--- config.mk ---
export PLATFORM = sky130hd
export DESIGN_NAME = not_gate_bist
export DESIGN_NICKNAME = d
export VERILOG_FILES = /design/src/rtl/not_gate_bist.sv
export SDC_FILE = /design/constraint.sdc
export NUM_CORES = 1
export LEC_CHECK = 0
export ABC_AREA = 1
export CORE_UTILIZATION = 50
export DETAILED_ROUTE_END_ITERATION = 8
export GPL_TIMING_DRIVEN = 1
export HOLD_SLACK_MARGIN = 0.05
export PLACE_DENSITY = 0.73
export SLEW_MARGIN = 20
export SYNTH_ARGS = -nofsm -noshare
export SYNTH_HDL_FRONTEND = slang
export SYNTH_SLANG_ARGS = --single-unit
--- constraint.sdc ---
create_clock -name clk -period 1.44 [get_ports clk]
set_clock_uncertainty 0.1 [all_clocks]
set_input_delay 0.144 -clock clk [delete_from_list [all_inputs] [get_ports clk]]
set_output_delay 0.144 -clock clk [all_outputs]
set_load 0.01 [all_outputs]
--- src/rtl/not_gate_bist.sv ---
// Built-in self-test for a WIDTH-lane inverter: drives index-derived vectors and checks dut_out == ~dut_in.
// Optional macro BIST_ERRCNT_EN adds a saturating 8-bit mismatch counter on port err_count.
module not_gate_bist #(
  parameter int WIDTH         = 1,
  parameter int NUM_VECTORS   = 16,
  parameter int SETTLE_CYCLES = 2
) (
  input  logic             clk,
  input  logic             rst,
  input  logic             start,
  output logic [WIDTH-1:0] dut_in,
  input  logic [WIDTH-1:0] dut_out,
  output logic             busy,
  output logic             done,
  output logic             pass
`ifdef BIST_ERRCNT_EN
  ,
  output logic [7:0]       err_count
`endif
);

  typedef enum logic [2:0] {IDLE, DRIVE, SETTLE, SAMPLE, DONE} state_t;

  localparam logic [7:0] LAST_IDX    = 8'(NUM_VECTORS - 1);
  localparam logic [3:0] SETTLE_LAST = (SETTLE_CYCLES > 0) ? 4'(SETTLE_CYCLES - 1) : 4'd0;

  state_t     state, state_nxt;
  logic [7:0] idx;
  logic [7:0] idx_inc;
  logic [3:0] settle_cnt;
  logic       fail;
  logic       mismatch;
  logic       last_vec;
  logic       run_start;

  assign mismatch  = (state == SAMPLE) && (dut_out != ~dut_in);
  assign last_vec  = (idx == LAST_IDX);
  assign idx_inc   = idx + 8'd1;
  assign run_start = ((state == IDLE) || (state == DONE)) && start;

  always_comb begin
    state_nxt = state;
    case (state)
      IDLE, DONE: if (start) state_nxt = DRIVE;
      DRIVE:      state_nxt = (SETTLE_CYCLES > 0) ? SETTLE : SAMPLE;
      SETTLE:     if (settle_cnt == SETTLE_LAST) state_nxt = SAMPLE;
      SAMPLE:     state_nxt = last_vec ? DONE : DRIVE;
      default:    state_nxt = IDLE;
    endcase
  end

  // Status flags are registered from the next state so they line up with it.
  always_ff @(posedge clk) begin
    if (rst) begin
      state      <= IDLE;
      dut_in     <= '0;
      busy       <= 1'b0;
      done       <= 1'b0;
      pass       <= 1'b0;
      idx        <= '0;
      settle_cnt <= '0;
      fail       <= 1'b0;
    end else begin
      state <= state_nxt;
      busy  <= (state_nxt == DRIVE) || (state_nxt == SETTLE) || (state_nxt == SAMPLE);
      done  <= (state_nxt == DONE);
      pass  <= (state_nxt == DONE) && !(fail || mismatch);
      case (state)
        IDLE, DONE: begin
          if (start) begin
            idx    <= '0;
            dut_in <= '0;
            fail   <= 1'b0;
          end
        end
        DRIVE:  settle_cnt <= '0;
        SETTLE: settle_cnt <= settle_cnt + 4'd1;
        SAMPLE: begin
          if (mismatch) fail <= 1'b1;
          if (!last_vec) begin
            idx    <= idx_inc;
            dut_in <= WIDTH'(idx_inc);
          end
        end
        default: ;
      endcase
    end
  end

`ifdef BIST_ERRCNT_EN
  always_ff @(posedge clk) begin
    if (rst || run_start) begin
      err_count <= '0;
    end else if (mismatch && (err_count != 8'hFF)) begin
      err_count <= err_count + 8'd1;
    end
  end
`endif

endmodule

==> summary.md, run 1 <==
| Metric | Value |
|---|---|
| Status | `complete, no violations` |
| Crit-path max cell delay | `0.53 ns` |
| Slew @ Worst Pin | `around 0.29 ns` |
| Die width | `about 46 um` |
| Hpwl dp | `1490 um` |
| Mapped Nets | `about 150` |
| Num CTS Buffers | `3` |
| # DRC | `0` |
| CP max stage cell | `clkdlybuf4s50_1` |
| Area growth, synth to finish | `21.5%` |
| Number of global-route vias before repair | `between 700 and 800` |
| Cell family with most CP delay | `buffers and inverters` |
| Met2 GRT Util | `33.5%` |
| Total track usage | `between 20% and 30%` |
| Pwr Total | `just under 1 mW` |
| CTS clk-pin slew, worst paths | `around 0.1 ns` |
| Via count | `~930` |
| Post-Syn Area | `a little under 1000 um^2` |
| Port Buf Inserts | `7` |
| Share of cells above drive strength 1 | `13.6%` |
| Fmax | `slightly above 700 MHz` |
| CP required | `1.20 ns` |
| Synth Register Bits | `19` |
| H-tree levels | `1` |
| Final count of hold timing violations | `0` |
| Standby leakage power | `0.515 nW` |
| Initial Util | `between 50% and 60%` |
| DR pass1 iterations | `4` |
| Avg Vias per Cell | `between 4 and 5` |
| Fin Setup TNS | `0 ns` |
| Setup violators final | `0` |
| Die Area | `approximately 2100 um^2` |
| Drt initial violations | `31` |
| Rows | `15` |
| Period utilization | `96.6%` |
| Antenna Diode Count | `0` |
| Core ar. | `between 1500 and 2000 um^2` |
| Clock Sinks | `19` |
| Total routed wirelength | `around 2000 um` |
| Critical path class | `reg -> out` |
| Min cycle time layout | `1.39 ns` |
| Clock latency on the worst-skew pair | `approximately 0.29 ns` |
| CP startpoint kind | `flop` |
| Die H | `around 46 um` |
| Post-Synth XOR/XNOR Area | `0.908%` |
| Post-synthesis mux area share | `0%` |
| Synth Area in Compound Gates | `11.4%` |
| First-pass GRT wire length | `between 3000 and 4000 um` |
| Library cells used by synthesis | `20` |
| GR Layer Usage met1 | `26.3%` |
| Maxcap violations | `0` |
| Root Buffer | `clkbuf_4` |
| WHS | `0.336 ns` |
| Syn. warnings | `0` |
| RePlAce Congestion | `around 0.87` |
| Worst VDD drop | `around 0.60 mV` |
| Slew HR | `about four fifths` |
| CTS tree | `done` |
| Main combinational cell family by area after synthesis | `simple AND/OR/NAND/NOR gates` |
| Largest net degree at the start of global routing | `11` |
| Antenna viol nets, final | `0` |
| Crit path DAT | `1.15 ns` |
| Final nets | `170` |
| Max clock buf depth | `2` |
| Synth Area per Inst | `roughly 6.7 um^2` |
| Crit-path cells | `clkdlybuf4s50_1` |
| Avg WL per Cell | `around 11 um` |
| Remaining Overflow, GRT | `0` |
| CP Buf/Inv Count | `1` |
| Simple-Gate Fraction of Synth Area | `between 30% and 40%` |
| Initial antenna violation count | `0` |
| CP Capture Type | `output pin` |
| Syn Inst Count | `about 140` |
| Seq/Total Area, Yosys | `39.4%` |
| I/O pin total | `8` |
| Power density over the cells | `between 800 and 900 nW/um^2` |
| Max-slew violations | `0` |
| Hold Path Class | `reg -> reg` |
| GRT busiest layer | `met2` |
| Met3 Use GR | `between 2 and 3%` |
| Synth Area in Adders | `under 10%` |
| Critical-path maximum fanout | `1` |
layer usage:
metal  share of wire [%]  vias up
li1                    -      491
met1                  49      413
met2                  46       17
met3                 3.8        5
met4                 1.8        0
met5                   0        -
synth_stat cells:
| library cell | instances | area share, % |
|---|---|---|
| o21ai_0 | 2 | 1.0 |
| inv_1 | 21 | 8.2 |
| nor3_1 | 1 | 0.52 |
| nand2_4 | 1 | 1.2 |
| or2_2 | 1 | 0.65 |
| o21a_1 | 1 | 0.78 |
| nand2_1 | 32 | 12 |
| nand3b_1 | 1 | 0.78 |
| o21bai_1 | 1 | 0.78 |
| nand3_2 | 1 | 1.0 |
| a31oi_1 | 1 | 0.65 |
| xnor2_1 | 1 | 0.91 |
| o21bai_4 | 1 | 1.9 |
| dfxtp_1 | 19 | 39 |
| inv_2 | 2 | 0.78 |
| clkbuf_1 | 1 | 0.39 |
| a21oi_1 | 12 | 6.2 |
| nor2_1 | 26 | 10 |
| ha_1 | 3 | 3.9 |
| nand3_1 | 16 | 8.3 |
final cells by class:
class	instances	area, um^2
clock buffer	4	26.3
inverter	23	86.3
tap	25	31.3
multi-input combinational	101	519
timing repair buffer	15	126
sequential	19	383
fill	171	592
cells by family (layout without fill, tap and decap cells):
logic type	after synthesis	count (layout)
adder cells (fa/ha/maj)	3	3
buffers and inverters	24	42
AND/OR/NAND/NOR	79	79
AO/OA/AOI/OAI	18	18
flip-flops	19	19
XOR/XNOR	1	1
through the flow:
stage	instances	instance area (um^2)	utilization (%)	setup WS, ns
after floorplan	144	966	-	0.0757
after global placement	179	1090	62.0	0.0525
after detailed placement	179	1090	62.0	0.00782
after CTS	183	1120	63.4	-0.00573
after global routing	187	1170	66.5	-0.00806
final	187	1170	66.5	0.0491
what timing repair did:
| action | in CTS | in global routing |
|---|---|---|
| resized for setup | 1 | 7 |
| hold buffers | 0 | 0 |
| setup endpoints to repair | 9 | 12 |
| setup buffers | 0 | 4 |
| pin swaps | 1 | 1 |
flip-flops by register name, indices dropped and copies added, names as in the netlist:
| signal | count |
|---|---|
| done | 1 |
| pass | 1 |
| busy | 1 |
| idx | 7 |
| state | 3 |
| fail | 1 |
| dut_in | 1 |
| settle_cnt | 4 |
report_power, final:
part / internal [mW] / switching [mW]
Sequential: 0.544 / 0.0168
Combinational: 0.0689 / 0.0899
Clock: 0.108 / 0.159
Total: 0.721 / 0.266
cell usage in the layout, fill, tap and decap left out, drive strengths merged:
cell | Yosys | layout
xnor2 | 1 | 1
nor2 | 26 | 26
ha | 3 | 3
nand3 | 17 | 17
clkdlybuf4s50 | 0 | 6
nor3 | 1 | 1
dlygate4sd2 | 0 | 1
nand2 | 33 | 33
a21oi | 12 | 12
nand3b | 1 | 1
inv | 23 | 23
dfxtp | 19 | 19
o21a | 1 | 1
buf | 0 | 7
o21bai | 2 | 2
o21ai | 2 | 2
or2 | 1 | 1
a31oi | 1 | 1
clkbuf | 1 | 5
final timing paths:
kind,from,to,slack (ns),cells past startpoint
hold reg to reg,fail$_SDFFE_PP0P_,pass$_SDFF_PP0_,0.34,1
setup / recovery,busy$_SDFF_PP0_,busy,0.05,1
hold / removal,fail$_SDFFE_PP0P_,pass$_SDFF_PP0_,0.34,1
setup reg to reg,idx[1]$_SDFFE_PP0P_,idx[1]$_SDFFE_PP0P_,0.07,7
Note: power is estimated with default switching activity, not from simulation.
==> run 2: changes to the inputs <==
--- a/config.mk
+++ b/config.mk
@@ -11,6 +11,7 @@
 export GPL_TIMING_DRIVEN = 1
 export HOLD_SLACK_MARGIN = 0.05
 export PLACE_DENSITY = 0.73
+export SETUP_SLACK_MARGIN = 0.3
 export SLEW_MARGIN = 20
 export SYNTH_ARGS = -nofsm -noshare
 export SYNTH_HDL_FRONTEND = slang
==> constraint.sdc (replaced) <==
create_clock -name clk -period 1.44 [get_ports clk]
set_clock_uncertainty 0.1 [all_clocks]
set_input_delay 0.144 -clock clk [delete_from_list [all_inputs] [get_ports clk]]
set_output_delay 0.144 -clock clk [all_outputs]
set_load 0.1 [all_outputs]
==> summary.md, run 2 (same netlist as run 1, synthesis figures left out) <==
| Metric | Value |
|---|---|
| Status | `complete, no violations` |
| DR pass1 iterations | `4` |
| Remaining Overflow, GRT | `0` |
| Initial Util | `between 50% and 60%` |
| Power density over the cells | `between 800 and 900 nW/um^2` |
| First-pass GRT wire length | `around 3800 um` |
| Avg Vias per Cell | `~5.5` |
| Share of cells above drive strength 1 | `roughly 35%` |
| Avg WL per Cell | `approximately 14 um` |
| Die Area | `roughly 2100 um^2` |
| Clock Sinks | `19` |
| Slew HR | `around four fifths` |
| Hpwl dp | `roughly 1500 um` |
| Part of the power in combinational logic | `24.4%` |
| Min cycle time layout | `1.35 ns` |
| Largest registers | `idx: 7 flops, settle_cnt: 4 flops, state: 3 flops` |
| CP Capture Type | `flop` |
| Hold Path Class | `reg -> reg` |
| Critical path class | `reg -> reg` |
| RePlAce Congestion | `0.817` |
| Slew @ Worst Pin | `between 0.3 and 0.4 ns` |
| Antenna viol nets, final | `0` |
| Crit path DAT | `around 1.5 ns` |
| Clock latency on the worst-skew pair | `approximately 0.31 ns` |
| Crit-path max cell delay | `between 0.3 and 0.4 ns` |
| Root Buffer | `clkbuf_4` |
| Antenna Diode Count | `0` |
| Pint | `763 uW` |
| CP max stage cell | `dfxtp_2` |
| Worst hold start | `fail$_SDFFE_PP0P_` |
| Final nets | `172` |
| Port Buf Inserts | `7` |
| Die width | `approximately 46 um` |
| CP required | `1.58 ns` |
| Period utilization | `between 90 and 100%` |
| Standby leakage power | `between 0.5 and 0.6 nW` |
| Largest net degree at the start of global routing | `11` |
| Max clock buf depth | `2` |
| Core ar. | `approximately 1800 um^2` |
| Switching Power | `~360 uW` |
| RR Startpoint | `idx[1]$_SDFFE_PP0P_` |
| CTS Hold Buffers Added | `0` |
| Worst Setup SP | `idx[1]$_SDFFE_PP0P_` |
| Most frequent cells in the layout | `nand2_1, inv_1, nor2_1` |
| Critical-path maximum fanout | `5` |
| Num CTS Buffers | `3` |
| CTS clk-pin slew, worst paths | `approximately 0.11 ns` |
| CTS tree | `done` |
| Initial antenna violation count | `0` |
| Sequential power share | `50.9%` |
| Fmax | `740 MHz` |
| Max FFs per register | `7` |
| RSZ-0062 raised after global routing | `true` |
| I/O pin total | `8` |
| Via count | `1044` |
| Most common cell after layout, fill and taps aside | `nand2_1` |
| CP startpoint kind | `flop` |
| H-tree levels | `1` |
| Sw Ratio | `a little under a third` |
| Final count of hold timing violations | `0` |
| DP Area | `about 1200 um^2` |
| # DRC | `0` |
| Rows | `15` |
| Largest Register | `idx` |
| Clock power frac | `approximately a quarter` |
| Fin Setup TNS | `0 ns` |
| Total routed wirelength | `approximately 2600 um` |
| Crit-path cells | `ha_4 -> nand3_4 -> o21bai_4 -> nand2_4 -> inv_2 -> nor2_2 -> nor2_1` |
| Max-slew violations | `0` |
| Total track usage | `about 25%` |
| Area growth, synth to finish | `41.4%` |
| Die H | `about 46 um` |
| Drt initial violations | `37` |
| Number of global-route vias before repair | `a little over 900` |
| Cell area after layout | `~1400 um^2` |
| Setup violators final | `0` |
| Maxcap violations | `0` |
| Worst VDD drop | `approximately 0.85 mV` |
[run 2: final cells by class]
cell class / count / area, um^2
repair buffers: 16 / 189
flip-flops and latches: 19 / 403
fillers: 139 / 400
clock buffers: 4 / 26.3
multi-input cells: 102 / 628
well taps: 25 / 31.3
inverters: 23 / 86.3
[run 2: repair_timing]
action                     in CTS  in global routing
pin swaps                       8                  6
setup buffers                   3                  1
setup endpoints to repair      19                 19
gates cloned                    1                  0
resized for setup              24                 16
[run 2: critical path: cells and delay by family, from the launching register on]
kind | cells | cell delay [ns]
fa+ha+maj | 1 | 0.16
flops | 1 | 0.37
buf+inv | 1 | 0.08
compound gates | 1 | 0.23
simple gates | 4 | 0.33
[run 2: stage by stage]
step	power (mW)	util [%]	instances	hold slack, ns	setup slack, ns
2_1_floorplan	0.714	-	144	0.222	-0.0304
3_3_place_gp	0.783	66.4	180	0.305	0.0419
3_5_place_dp	0.789	66.4	180	0.313	-0.0140
4_1_cts	1.10	74.3	188	0.340	0.126
5_1_grt	1.16	77.3	189	0.357	0.0283
6_report	1.12	77.3	189	0.343	0.0878
[run 2: per-layer routing]
layer	wire length [um]	track usage, %	vias to the layer above
met5	0	0	-
met4	70	12.4	0
met3	159	2.38	9
met2	1310	41.4	40
met1	1080	31.4	498
li1	-	-	497
[run 2: power groups by stage]
| stage | Clock (mW) | Sequential, mW | Combinational (mW) |
|---|---|---|---|
| floorplan | 0 | 0.620 | 0.0942 |
| global placement | 0 | 0.573 | 0.211 |
| detailed placement | 0 | 0.573 | 0.216 |
| CTS | 0.285 | 0.568 | 0.245 |
| global route | 0.300 | 0.573 | 0.291 |
| finish | 0.277 | 0.571 | 0.274 |
[run 2: path summary, 6_finish.rpt]
| path | to | slack (ns) | cells past startpoint |
|---|---|---|---|
| hold reg to reg | pass$_SDFF_PP0_ | 0.34 | 1 |
| setup reg to reg | dut_in$_SDFFE_PP0P_ | 0.09 | 7 |
| setup / recovery | dut_in$_SDFFE_PP0P_ | 0.09 | 7 |
| hold / removal | pass$_SDFF_PP0_ | 0.34 | 1 |
==> run 3: changes to the inputs <==
--- a/config.mk
+++ b/config.mk
@@ -12,7 +12,7 @@
 export HOLD_SLACK_MARGIN = 0.05
 export PLACE_DENSITY = 0.73
 export SETUP_SLACK_MARGIN = 0.3
-export SLEW_MARGIN = 20
+export SLEW_MARGIN = 0
 export SYNTH_ARGS = -nofsm -noshare
 export SYNTH_HDL_FRONTEND = slang
 export SYNTH_SLANG_ARGS = --single-unit
==> results of run 3 <==
Final layout, timing and power as in run 2 (identical DEF).
